--- src/rtl/split_stream.sv ---
// split_stream: collects one problem instance of NUM_VARS words from a
// valid/ready stream, checks framing, and produces a one-bit result.
//   MODE 0: tautology, x is always 1.
//   MODE 1: range check, x = AND over all words of (word <= LIMIT).
// Optional feature: define SPLIT_STREAM_SIG_EN to add the sig output, a
// rotate-left-1/XOR signature of the accepted words.
// Ports:
//   clk, rst      clock, synchronous active-high reset
//   start         begin a new instance (sampled in IDLE only)
//   in_valid/in_ready/in_data/in_last  input word stream
//   busy          high while collecting
//   done          one-cycle pulse when the result is valid
//   x, err        result and framing error, held until the next start
//   count         words accepted in the current or last instance
//   sig           (SPLIT_STREAM_SIG_EN only) word signature
module split_stream #(
  parameter int unsigned NUM_VARS = 150,
  parameter int unsigned DATA_W = 16,
  parameter logic [DATA_W-1:0] LIMIT = {DATA_W{1'b1}},
  parameter int unsigned MODE = 0,
  localparam int unsigned IDX_W = $clog2(NUM_VARS + 1)
) (
  input  logic              clk,
  input  logic              rst,
  input  logic              start,
  input  logic              in_valid,
  output logic              in_ready,
  input  logic [DATA_W-1:0] in_data,
  input  logic              in_last,
  output logic              busy,
  output logic              done,
  output logic              x,
  output logic              err,
`ifdef SPLIT_STREAM_SIG_EN
  output logic [DATA_W-1:0] sig,
`endif
  output logic [IDX_W-1:0]  count
);

  typedef enum logic [1:0] {
    IDLE    = 2'd0,
    COLLECT = 2'd1,
    DONE    = 2'd2
  } state_t;

  state_t             state_q;
  logic [IDX_W-1:0]   count_q, count_d;
  logic               x_q, x_d;
  logic               err_q, err_d;
  logic               xfer;
  logic               at_end;
  logic               terminal;

  assign in_ready = (state_q == COLLECT);
  assign busy     = (state_q == COLLECT);
  assign done     = (state_q == DONE);
  assign x        = x_q;
  assign err      = err_q;
  assign count    = count_q;

  assign xfer     = in_valid && (state_q == COLLECT);
  // Current word is the last position of the frame.
  assign at_end   = (count_q == IDX_W'(NUM_VARS - 1));
  assign terminal = xfer && (in_last || at_end);

  // Datapath next values for an accepted word.
  always_comb begin
    count_d = count_q + IDX_W'(1);
    x_d     = x_q;
    if (MODE == 1) begin
      x_d = x_q && (in_data <= LIMIT);
    end
    // Short frame or missing last marker.
    err_d   = err_q || (in_last != at_end);
  end

`ifdef SPLIT_STREAM_SIG_EN
  logic [DATA_W-1:0] sig_q, sig_d;
  assign sig   = sig_q;
  assign sig_d = {sig_q[DATA_W-2:0], sig_q[DATA_W-1]} ^ in_data;

  always_ff @(posedge clk) begin
    if (rst) begin
      sig_q <= '0;
    end else if ((state_q == IDLE) && start) begin
      sig_q <= '0;
    end else if (xfer) begin
      sig_q <= sig_d;
    end
  end
`endif

  // Control FSM and result registers.
  always_ff @(posedge clk) begin
    if (rst) begin
      state_q <= IDLE;
      count_q <= '0;
      x_q     <= 1'b1;
      err_q   <= 1'b0;
    end else begin
      case (state_q)
        IDLE: begin
          if (start) begin
            state_q <= COLLECT;
            count_q <= '0;
            x_q     <= 1'b1;
            err_q   <= 1'b0;
          end
        end
        COLLECT: begin
          if (xfer) begin
            count_q <= count_d;
            x_q     <= x_d;
            if (terminal) begin
              err_q   <= err_d;
              state_q <= DONE;
            end
          end
        end
        DONE: begin
          state_q <= IDLE;
        end
        default: begin
          state_q <= IDLE;
        end
      endcase
    end
  end

endmodule

--- config.mk ---
export PLATFORM = sky130hd
export DESIGN_NAME = split_stream
export DESIGN_NICKNAME = d
export VERILOG_FILES = /design/src/rtl/split_stream.sv
export SDC_FILE = /design/constraint.sdc
export NUM_CORES = 1
export LEC_CHECK = 0
export CAP_MARGIN = 20
export CORE_UTILIZATION = 40
export CTS_CLUSTER_SIZE = 40
export DETAILED_ROUTE_END_ITERATION = 12
export MAX_ROUTING_LAYER = met4
export PLACE_DENSITY = 0.83
export SLEW_MARGIN = 20
export SYNTH_ARGS = -nofsm -noshare
export SYNTH_HDL_FRONTEND = slang
export SYNTH_SLANG_ARGS = --single-unit
--- constraint.sdc ---
create_clock -name clk -period 3.53 [get_ports clk]
set_clock_uncertainty 0.2 [all_clocks]
set_input_delay 0.706 -clock clk [delete_from_list [all_inputs] [get_ports clk]]
set_output_delay 0.706 -clock clk [all_outputs]
set_load 0.01 [all_outputs]
## After elaboration in Yosys (flattened, before gate mapping)

Index checks and enable logic that the tools add are counted.

- Add/sub/neg operators: 1
- Equal/unequal tests: 7
- Muxes and demuxes: 11
- Reduce and logical (&&, ||, !) cells: 9

Operators by type and width:

| operator | number |
|---|---|
| $mux W8 | 2 |
| $pmux W8 S2 | 1 |
| $add A8 B1 Y8 const B | 1 |
| $eq A8 B8 Y1 const B | 1 |
| $mux W2 | 3 |
| $reduce_and A3 Y1 | 2 |
| $ne A2 B1 Y1 const B | 2 |
| $pmux W2 S2 | 1 |
| $reduce_and A4 Y1 | 1 |
| $mux W1 | 3 |
| $eq A2 B1 Y1 const B | 1 |
| $eq A2 B2 Y1 const B | 1 |
| $logic_and A1 B1 Y1 | 2 |
| $logic_not A2 Y1 | 1 |
| $logic_or A1 B1 Y1 | 2 |
| $ne A2 B2 Y1 const B | 1 |
| $pmux W1 S2 | 1 |
| $reduce_bool A2 Y1 | 1 |
| $ne A1 B1 Y1 | 1 |

- Register bits after elaboration: 11
- Input port bits: 21

## Longest topological paths before layout

Gate-level depths: netlist of run 1.

- Depth in word-level cells: 6
- Depth in mapped cells: 8
- Depth with buffers taken out: 8

## Worst setup path after synthesis of run 1

OpenSTA, ideal clock, no wires.

- Kind: register -> output
- Start: reg state_q[1]
- End: out in_ready
- Arrival: 944 ps
- Required time: 2,624 ps
- Path slack: 1,680 ps
- Cell stages (with the launch flop): 4
- Cell sequence: dfxtp_1 clkbuf_1 nor2b_1 buf_4

- Cells in the longest elaborated chain, start to end: 1

RTL lines:

| what | RTL line | text |
|---|---|---|
| start: declaration | 46 | `state_t state_q;` |
| start signal: assignment | 96 | `state_q <= IDLE;` |
| start signal: assignment | 104 | `state_q <= COLLECT;` |
| start signal: assignment | 116 | `state_q <= DONE;` |
| $eq A2 B1 Y1 | n/a |  |
| end: declaration | 27 | `output logic in_ready,` |

Every way passes these cells.

## Final worst setup path of run 1

- Start: reg state_q[0]
- End: out busy

- Cells in the longest elaborated chain, start to end: 1

RTL lines:

| what | RTL line | text |
|---|---|---|
| $eq A2 B1 Y1 | 55 | `assign busy = (state_q == COLLECT);` |
| end: declaration | 30 | `output logic busy,` |

Every way passes these cells.

==> flow_metrics.env, run 1 <==
export IMPL_hpwl_um=931
export IMPL_vias_per_cell=5.76
export IMPL_post_route_min_period_ns=2.55
export IMPL_drv_cap=0
export IMPL_cts_sinks=11
export IMPL_finalWirelength_um=1210
export IMPL_grt_pass1_vias=456
export IMPL_rows=13
export IMPL_max_stage_delay_ns=0.60
export IMPL_syn_instance_count=68
export IMPL_fmax_mhz=392
export IMPL_gp_congestion=0.782
export IMPL_die_y_um=41.2
export IMPL_root_buffer="clkbuf_4"
export IMPL_cts_htree_levels=1
export IMPL_min_path_type="reg2reg"
export IMPL_pwr_share_seq_pct=52.9
export IMPL_synth_seq_cells=11
export IMPL_finalWorstSetupSlack_ns=0.979
export IMPL_endpoint_kind="output pin"
export IMPL_synth_cell_types=30
export IMPL_pwr_share_clk_pct=35.0
export IMPL_drcViolationCount=0
export IMPL_drtPass1Iterations=4
export IMPL_gr_usage_all_layers_pct=18.5
export IMPL_ir_worst_vdd_mv=0.157
export IMPL_netlist_top_cells_area="dfxtp_1 36%, ha_1 6.1%, a21oi_1 4.1%"
export IMPL_cts_hold_buf=0
export IMPL_num_io_pins=34
export IMPL_worstSetupPathType="reg2out"
export IMPL_clock_path_buffers=2
export IMPL_ant_nets=0
export IMPL_switching_share_pct=24.6
export IMPL_fin_nets=108
export IMPL_critPathMaxFanout=9
export IMPL_status="finished clean"
export IMPL_area_growth_pct=26.7
export IMPL_switchingPower_uw=60.5
export IMPL_grt_overflow=0
export IMPL_worst_pin_slew_ns=0.840
export IMPL_netlist_area_leader_share_pct=35.9
export IMPL_cts_resized=0
export IMPL_floorplan_core_area_um2=1370
export IMPL_postSynthAreaPerCell_um2=9.02
export IMPL_drtIter0Drc=7
export IMPL_multi_input_area_um2=344
export IMPL_intPower_uw=185
export IMPL_crit_path_start_kind="register"
export IMPL_die_w_um=41.2
export IMPL_stdcell_area_um2=777
export IMPL_dieArea_um2=1690
export IMPL_placed_area_um2=751
export IMPL_cts_tree="done"
export IMPL_worstPathArrival_ns=1.64
export IMPL_p_leak_nw=0.257
export IMPL_cts_clk_slew_worst_paths_ns=0.07
export IMPL_finalSetupTns_ns=0
export IMPL_numCtsBuffers=3
export IMPL_post_cts_buffers=0
export IMPL_regArea_um2=220
export IMPL_setup_violations_final=0
export IMPL_initial_core_util_pct=44.9
export IMPL_power_frac_comb_pct=12.1
export IMPL_syn_area_um2=613
export IMPL_hold_violations=0
export IMPL_clk_latency_ns=0.27
export IMPL_postSynthNetCount=92
export IMPL_synth_warnings=0
export IMPL_dp_worst_setup_slack_ns=1.04
export IMPL_via_count=564
export IMPL_yosys_area_top_type="dfxtp_1"
export IMPL_crit_path_cell_trace="nor2b_1, clkdlybuf4s50_1"
export IMPL_grt_pass1_wl_um=1920
export IMPL_slew_violations=0
export IMPL_final_period_utilization_pct=72.3
export IMPL_cellPowerDensity_nw_per_um2=317
export IMPL_slew_headroom_pct=42.4
export IMPL_wire_per_inst_um=12.3
export IMPL_num_antenna_cells=0
export IMPL_grt_max_degree=14
export IMPL_fillerInstances=140
export IMPL_rsz0062_at_grt="false"
export IMPL_required_ns=2.62
export IMPL_worst_path_buf_inv=1
export IMPL_port_buffer_count=16
export IMPL_synth_yosys_seq_area_share_pct=35.9
export IMPL_power_total_uw=246
export IMPL_crit_family="buffers and inverters"
export IMPL_drive_gt1_share_pct=8.43
export IMPL_grt_antenna_before_repair=0
export IMPL_cp_slowest_cell="clkdlybuf4s50_1"
==> cell usage in the layout (no fill, tap or decap) <==
cell type	instances
clkdlybuf4s50_1	16
dfxtp_1	11
nor2_1	5
a21oi_1	5
nor2b_1	3
nand3_1	3
o31ai_1	3
o21ai_0	3
nand2_1	3
ha_1	3
clkbuf_4	3
inv_1	2
mux2i_1	2
nand4b_1	2
or4_1	2
or3b_2	2
or4b_1	2
and4b_1	1
nand4_1	1
nand2b_1	1
a31oi_1	1
or4_4	1
a21oi_2	1
or3_1	1
xor2_1	1
a2111oi_0	1
nand3b_1	1
nor4_1	1
conb_1	1
clkbuf_1	1
==> synthesized netlist by cell type <==
library cell and instances:
a2111oi_0 1, a21oi_1 5, a21oi_2 1, a31oi_1 1
and4b_1 1, buf_4 2, buf_6 2, clkbuf_1 1
conb_1 1, dfxtp_1 11, ha_1 3, inv_1 2
mux2i_1 2, nand2_1 3, nand2b_1 1, nand3_1 3
nand3b_1 1, nand4_1 1, nand4b_1 2, nor2_1 5
nor2b_1 3, nor4_1 1, o21ai_0 3, o31ai_1 3
or3_1 1, or3b_2 2, or4_1 2, or4_4 1
or4b_1 2, xor2_1 1
==> power by group through the flow <==
stage / clock network [mW] / logic (mW) / registers [mW]
after floorplan: 0 / 0.0227 / 0.131
after global placement: 0 / 0.0290 / 0.133
after detailed placement: 0 / 0.0297 / 0.133
after CTS: 0.0901 / 0.0299 / 0.130
after global routing: 0.0944 / 0.0332 / 0.131
final: 0.0861 / 0.0297 / 0.130
==> tightest hold or removal path, cell delays in order, from the launching register on <==
cell     delay, ns
dfxtp_1       0.33
a31oi_1       0.04
nor2_1        0.07
==> registers in the layout, indices dropped and copies added, names as in the netlist <==
signal	cells
count	8
err	1
state_q	2
==> final cells by class <==
cell class / instances / share of cell area [%]
clock buffer: 4 / 3.38
sequential: 11 / 28.3
multi-input combinational: 50 / 44.3
timing repair buffer: 16 / 20.6
inverter: 2 / 0.966
tap: 15 / 2.42
==> metrics by stage <==
stage | util [%] | hold slack [ns] | cells
6_report | 56.9 | 0.274 | 98
5_1_grt | 56.9 | 0.327 | 98
4_1_cts | 56.9 | 0.284 | 98
3_5_place_dp | 54.9 | 0.272 | 94
3_3_place_gp | 54.9 | 0.267 | 94
2_1_floorplan | - | 0.304 | 68
==> kinds of logic (layout without fill, tap and decap cells) <==
group	after synthesis	count (layout)	synth area share [%]
adder cells (fa/ha/maj)	3	3	6.12
flip-flops	11	11	35.9
AO/OA/AOI/OAI	14	14	14.1
multiplexers	2	2	3.27
XOR/XNOR	1	1	1.43
AND/OR/NAND/NOR	29	29	30.6
buffers and inverters	7	22	7.96
other	1	1	0.612
==> layer usage <==
layer	share of wire, %	up-vias	GRT usage [%]	routed length (µm)
met1	45	267	21.9	548
met4	2.9	0	12.1	35
met3	4.0	5	3.26	48
li1	-	276	-	-
met5	0	-	-	0
met2	48	16	28.5	577
==> final timing paths <==
| check | startpoint | end | slack [ns] | cells past startpoint |
|---|---|---|---|---|
| worst max-delay path | state_q[0]$_SDFFE_PP0P_ | busy | 0.98 | 2 |
| worst min-delay path | err$_SDFFE_PP0P_ | err$_SDFFE_PP0P_ | 0.27 | 2 |
| worst max register to register | state_q[0]$_SDFFE_PP0P_ | count[3]$_SDFFE_PP0P_ | 1.70 | 3 |
| worst min register to register | err$_SDFFE_PP0P_ | err$_SDFFE_PP0P_ | 0.27 | 2 |
Note: power is estimated with default switching activity, not from simulation.
==> run 2: changes to the inputs <==
Settings changed: CORE_UTILIZATION 40 to 37, PLACE_DENSITY 0.83 to 0.77.
Clock period 3.53 ns to 2.48 ns, I/O delays scaled along.
==> run 2 against run 1 <==
Compared with the run above: cell count grew 1.0%; global-route usage shrank 2.1 points; cell area grew 0.16%; register-to-register slack lost 1.1 ns; utilization shrank 5.8 points; via count shrank 1.8%; non-clock buffer count is the same; flip-flop and latch count is the same; sequential share of layout area is essentially flat; critical path type unchanged; largest cell class unchanged; largest power group unchanged.
==> flow_metrics.env, run 2 (synthesis results as in run 1) <==
export IMPL_die_w_um=42.7
export IMPL_drtPass1Iterations=4
export IMPL_min_path_type="reg2reg"
export IMPL_worstPathArrival_ns=1.63
export IMPL_fmax_mhz=430
export IMPL_grt_max_degree=14
export IMPL_worst_pin_slew_ns=0.898
export IMPL_drive_gt1_share_pct=8.43
export IMPL_slew_headroom_pct=38.4
export IMPL_num_io_pins=34
export IMPL_die_y_um=42.7
export IMPL_cts_resized=0
export IMPL_stdcell_area_um2=778
export IMPL_fin_nets=108
export IMPL_cellPowerDensity_nw_per_um2=453
export IMPL_dieArea_um2=1820
export IMPL_post_route_min_period_ns=2.33
export IMPL_ant_nets=0
export IMPL_area_growth_pct=26.9
export IMPL_critPathMaxFanout=9
export IMPL_status="finished clean"
export IMPL_hpwl_um=883
export IMPL_finalSetupTns_ns=0
export IMPL_mostFrequentLayoutCells="16 x clkdlybuf4s50_1, 11 x dfxtp_1, 5 x nor2_1, 5 x a21oi_1"
export IMPL_drcViolationCount=0
export IMPL_final_common_cell="clkdlybuf4s50_1"
export IMPL_cts_tree="done"
export IMPL_rows=14
export IMPL_p_leak_nw=0.257
export IMPL_placed_area_um2=752
export IMPL_cts_clk_slew_worst_paths_ns=0.07
export IMPL_cts_hold_buf=0
export IMPL_grt_overflow=0
export IMPL_floorplan_core_area_um2=1520
export IMPL_initial_core_util_pct=40.2
export IMPL_required_ns=1.78
export IMPL_clock_path_buffers=2
export IMPL_slew_violations=0
export IMPL_fillerInstances=156
export IMPL_drtIter0Drc=5
export IMPL_crit_path_start_kind="register"
export IMPL_grt_pass1_wl_um=2130
export IMPL_worstSetupPathType="reg2out"
export IMPL_hold_violations=0
export IMPL_cts_htree_levels=1
export IMPL_endpoint_kind="output pin"
export IMPL_grt_antenna_before_repair=0
export IMPL_utilization_pct=51.1
export IMPL_drv_cap=0
export IMPL_vias_per_cell=5.60
export IMPL_finalWirelength_um=1260
export IMPL_final_period_utilization_pct=93.8
export IMPL_gp_congestion=0.824
export IMPL_gr_usage_all_layers_pct=16.4
export IMPL_via_count=554
export IMPL_reg2reg_slack_ns=0.59
export IMPL_num_antenna_cells=0
export IMPL_finalWorstSetupSlack_ns=0.154
export IMPL_ir_worst_vdd_mv=0.254
export IMPL_cts_sinks=11
export IMPL_numCtsBuffers=3
export IMPL_port_buffer_count=16
export IMPL_wire_per_inst_um=12.7
export IMPL_root_buffer="clkbuf_4"
export IMPL_grt_pass1_vias=478
export IMPL_clk_latency_ns=0.27
export IMPL_post_cts_buffers=0
export IMPL_rsz0062_at_grt="false"
export IMPL_largest_reg_flops=8
export IMPL_setup_violations_final=0
export IMPL_dp_worst_setup_slack_ns=0.197
-- run 2: area by class of cell --
cell class                      count  area (µm²)  area share, %
Timing Repair Buffer               16         160           20.6
Multi-Input combinational cell     50         344           44.2
Tap cell                           16        20.0           2.57
Clock buffer                        4        26.3           3.38
Inverter                            2        7.51          0.965
Sequential cell                    11         220           28.3
-- run 2: stage by stage --
step | cells | total power, mW | hold slack [ns]
final | 99 | 0.352 | 0.282
after global routing | 99 | 0.370 | 0.330
after CTS | 99 | 0.357 | 0.293
after detailed placement | 95 | 0.232 | 0.261
after global placement | 95 | 0.231 | 0.266
after floorplan | 68 | 0.219 | 0.304
-- run 2: worst paths after layout --
kind                                 from                     to  cells after the start
hold reg to reg          err$_SDFFE_PP0P_       err$_SDFFE_PP0P_                      2
hold / removal           err$_SDFFE_PP0P_       err$_SDFFE_PP0P_                      2
setup / recovery  state_q[0]$_SDFFE_PP0P_                   busy                      2
setup reg to reg  state_q[0]$_SDFFE_PP0P_  count[6]$_SDFFE_PP0P_                      3
-- run 2: per-layer routing --
| layer | global-route usage [%] | wire (µm) | vias up | share of wire, % |
|---|---|---|---|---|
| met5 | - | 0 | - | 0 |
| met4 | 13.1 | 42 | 0 | 3.3 |
| met3 | 2.55 | 73 | 4 | 5.8 |
| met2 | 23.9 | 542 | 17 | 43 |
| met1 | 19.8 | 596 | 254 | 47 |
| li1 | - | - | 279 | - |
-- run 2: where the power goes --
group	switching (mW)	internal [mW]
registers	0.00559	0.180
clock network	0.0619	0.0624
logic	0.0206	0.0219
total	0.0882	0.264
-- run 2: worst max-delay path, stage by stage, from the launching register on --
cell,delay (ns)
dfxtp_1,0.46
nor2b_1,0.31
clkdlybuf4s50_1,0.59
==> run 3: changes to the inputs <==
Settings changed: CTS_BUF_LIST set to sky130_fd_sc_hd__clkbuf_16.
==> run 3 against run 2 <==
Compared with the run above: die area is the same; fmax rose by 1.8%; flip-flop and latch count unchanged; hold slack worse by 0.0057 ns; sequential share of layout area decreased by 1.8 points; critical path depth did not move; sequential power hardly changed; combinational power is essentially flat; clock-buffer cell count down 1; largest cell class unchanged; largest power group is now the clock network.
==> flow_metrics.env, run 3 (synthesis results as in run 1) <==
export IMPL_largest_reg_flops=8
export IMPL_cts_clk_slew_worst_paths_ns=0.04
export IMPL_hpwl_um=883
export IMPL_fmax_mhz=438
export IMPL_clk_latency_ns=0.24
export IMPL_min_path_type="reg2reg"
export IMPL_cts_tree="done"
export IMPL_hold_violations=0
export IMPL_gr_usage_all_layers_pct=16.6
export IMPL_drtIter0Drc=11
export IMPL_setup_violations_final=0
export IMPL_required_ns=1.78
export IMPL_post_route_min_period_ns=2.28
export IMPL_status="finished clean"
export IMPL_cts_htree_levels=1
export IMPL_slew_violations=0
export IMPL_worstSetupPathType="reg2out"
export IMPL_hold_path_endpoint="err$_SDFFE_PP0P_"
export IMPL_finalSetupTns_ns=0
export IMPL_floorplan_core_area_um2=1520
export IMPL_timing_rr_end="count[6]$_SDFFE_PP0P_"
export IMPL_die_y_um=42.7
export IMPL_via_count=548
export IMPL_gp_congestion=0.824
export IMPL_area_growth_pct=35.5
export IMPL_drv_cap=0
export IMPL_initial_core_util_pct=40.2
export IMPL_mostFrequentLayoutCells="16 x clkdlybuf4s50_1, 11 x dfxtp_1, 5 x nor2_1, 5 x a21oi_1"
export IMPL_drtPass1Iterations=4
export IMPL_reg2reg_slack_ns=0.58
export IMPL_p_leak_nw=0.284
export IMPL_numCtsBuffers=3
export IMPL_wire_per_inst_um=13.1
export IMPL_final_common_cell="clkdlybuf4s50_1"
export IMPL_grt_pass1_wl_um=2190
export IMPL_num_antenna_cells=0
export IMPL_critPathMaxFanout=9
export IMPL_cellPowerDensity_nw_per_um2=621
export IMPL_root_buffer="clkbuf_16"
export IMPL_port_buffer_count=16
export IMPL_final_cells=99
export IMPL_numPlacedInstances=95
export IMPL_die_w_um=42.7
export IMPL_crit_path_start_kind="register"
export IMPL_grt_overflow=0
export IMPL_cts_resized=0
export IMPL_cts_hold_buf=0
export IMPL_ff2ff_path_depth=3
export IMPL_holdPathStages=2
export IMPL_rows=14
export IMPL_r2r_start="state_q[0]$_SDFFE_PP0P_"
export IMPL_slew_headroom_pct=37.9
export IMPL_final_period_utilization_pct=92.1
export IMPL_post_cts_buffers=0
export IMPL_drive_gt1_share_pct=8.43
export IMPL_worst_pin_slew_ns=0.905
export IMPL_grt_pass1_vias=486
export IMPL_endpoint_kind="output pin"
export IMPL_grt_max_degree=14
export IMPL_clock_path_buffers=2
export IMPL_min_from="err$_SDFFE_PP0P_"
export IMPL_fillerInstances=154
export IMPL_rsz0062_at_grt="false"
export IMPL_ant_nets=0
export IMPL_grt_antenna_before_repair=0
export IMPL_drcViolationCount=0
export IMPL_dieArea_um2=1820
export IMPL_ir_worst_vdd_mv=0.335
export IMPL_fin_nets=108
export IMPL_worstPathArrival_ns=1.59
export IMPL_num_io_pins=34
export IMPL_finalWirelength_um=1300
export IMPL_vias_per_cell=5.54
export IMPL_cts_sinks=11
## run 3: cell count changes in the layout (fill, tap and decap cells not counted)
cell       before  now
clkbuf_1        1    0
clkbuf_16       0    3
clkbuf_4        3    0
inv_1           2    3
## run 3: routing by layer
layer	share of wire [%]	routed length, µm	up-vias	global-route usage, %
li1	-	-	277	-
met1	47	614	254	20.6
met2	47	610	15	25.5
met3	5.0	65	2	3.83
met4	0.31	4	0	7.50
met5	0	0	-	-
## run 3: metrics by stage
step	instance area, µm²	setup WS (ns)	utilization (%)	power (mW)	hold WS, ns
CTS	831	0.183	54.5	0.522	0.286
finish	831	0.195	54.5	0.516	0.276
detailed placement	752	0.197	49.3	0.232	0.261
global route	831	0.0606	54.5	0.538	0.321
global placement	752	0.252	49.3	0.231	0.266
floorplan	613	0.775	-	0.219	0.304
## run 3: worst max path at each step
stage,from,slack [ns],end
after global placement,in_valid,0.25,count[7]$_SDFFE_PP0P_
after global routing,state_q[0]$_SDFFE_PP0P_,0.06,busy
final,state_q[0]$_SDFFE_PP0P_,0.20,busy
after CTS,state_q[0]$_SDFFE_PP0P_,0.18,busy
after detailed placement,in_valid,0.20,count[6]$_SDFFE_PP0P_
after floorplan,count[1]$_SDFFE_PP0P_,0.78,state_q[0]$_SDFFE_PP0P_
## run 3: worst max-delay path, cell delays in order (launching register included)
cell             delay, ns
dfxtp_1               0.46
nor2b_1               0.31
clkdlybuf4s50_1       0.59
## run 3: layout make-up
| cell class | count | area [µm²] | area share, % |
|---|---|---|---|
| Clock inverter | 1 | 3.75 | 0.452 |
| Inverter | 2 | 7.51 | 0.904 |
| Multi-Input combinational cell | 50 | 344 | 41.4 |
| Sequential cell | 11 | 220 | 26.5 |
| Tap cell | 16 | 20.0 | 2.41 |
| Timing Repair Buffer | 16 | 160 | 19.3 |
| Clock buffer | 3 | 75.1 | 9.04 |
## run 3: power by group
part	internal [mW]	switching, mW
clock network	0.211	0.0757
logic	0.0219	0.0205
registers	0.181	0.00595
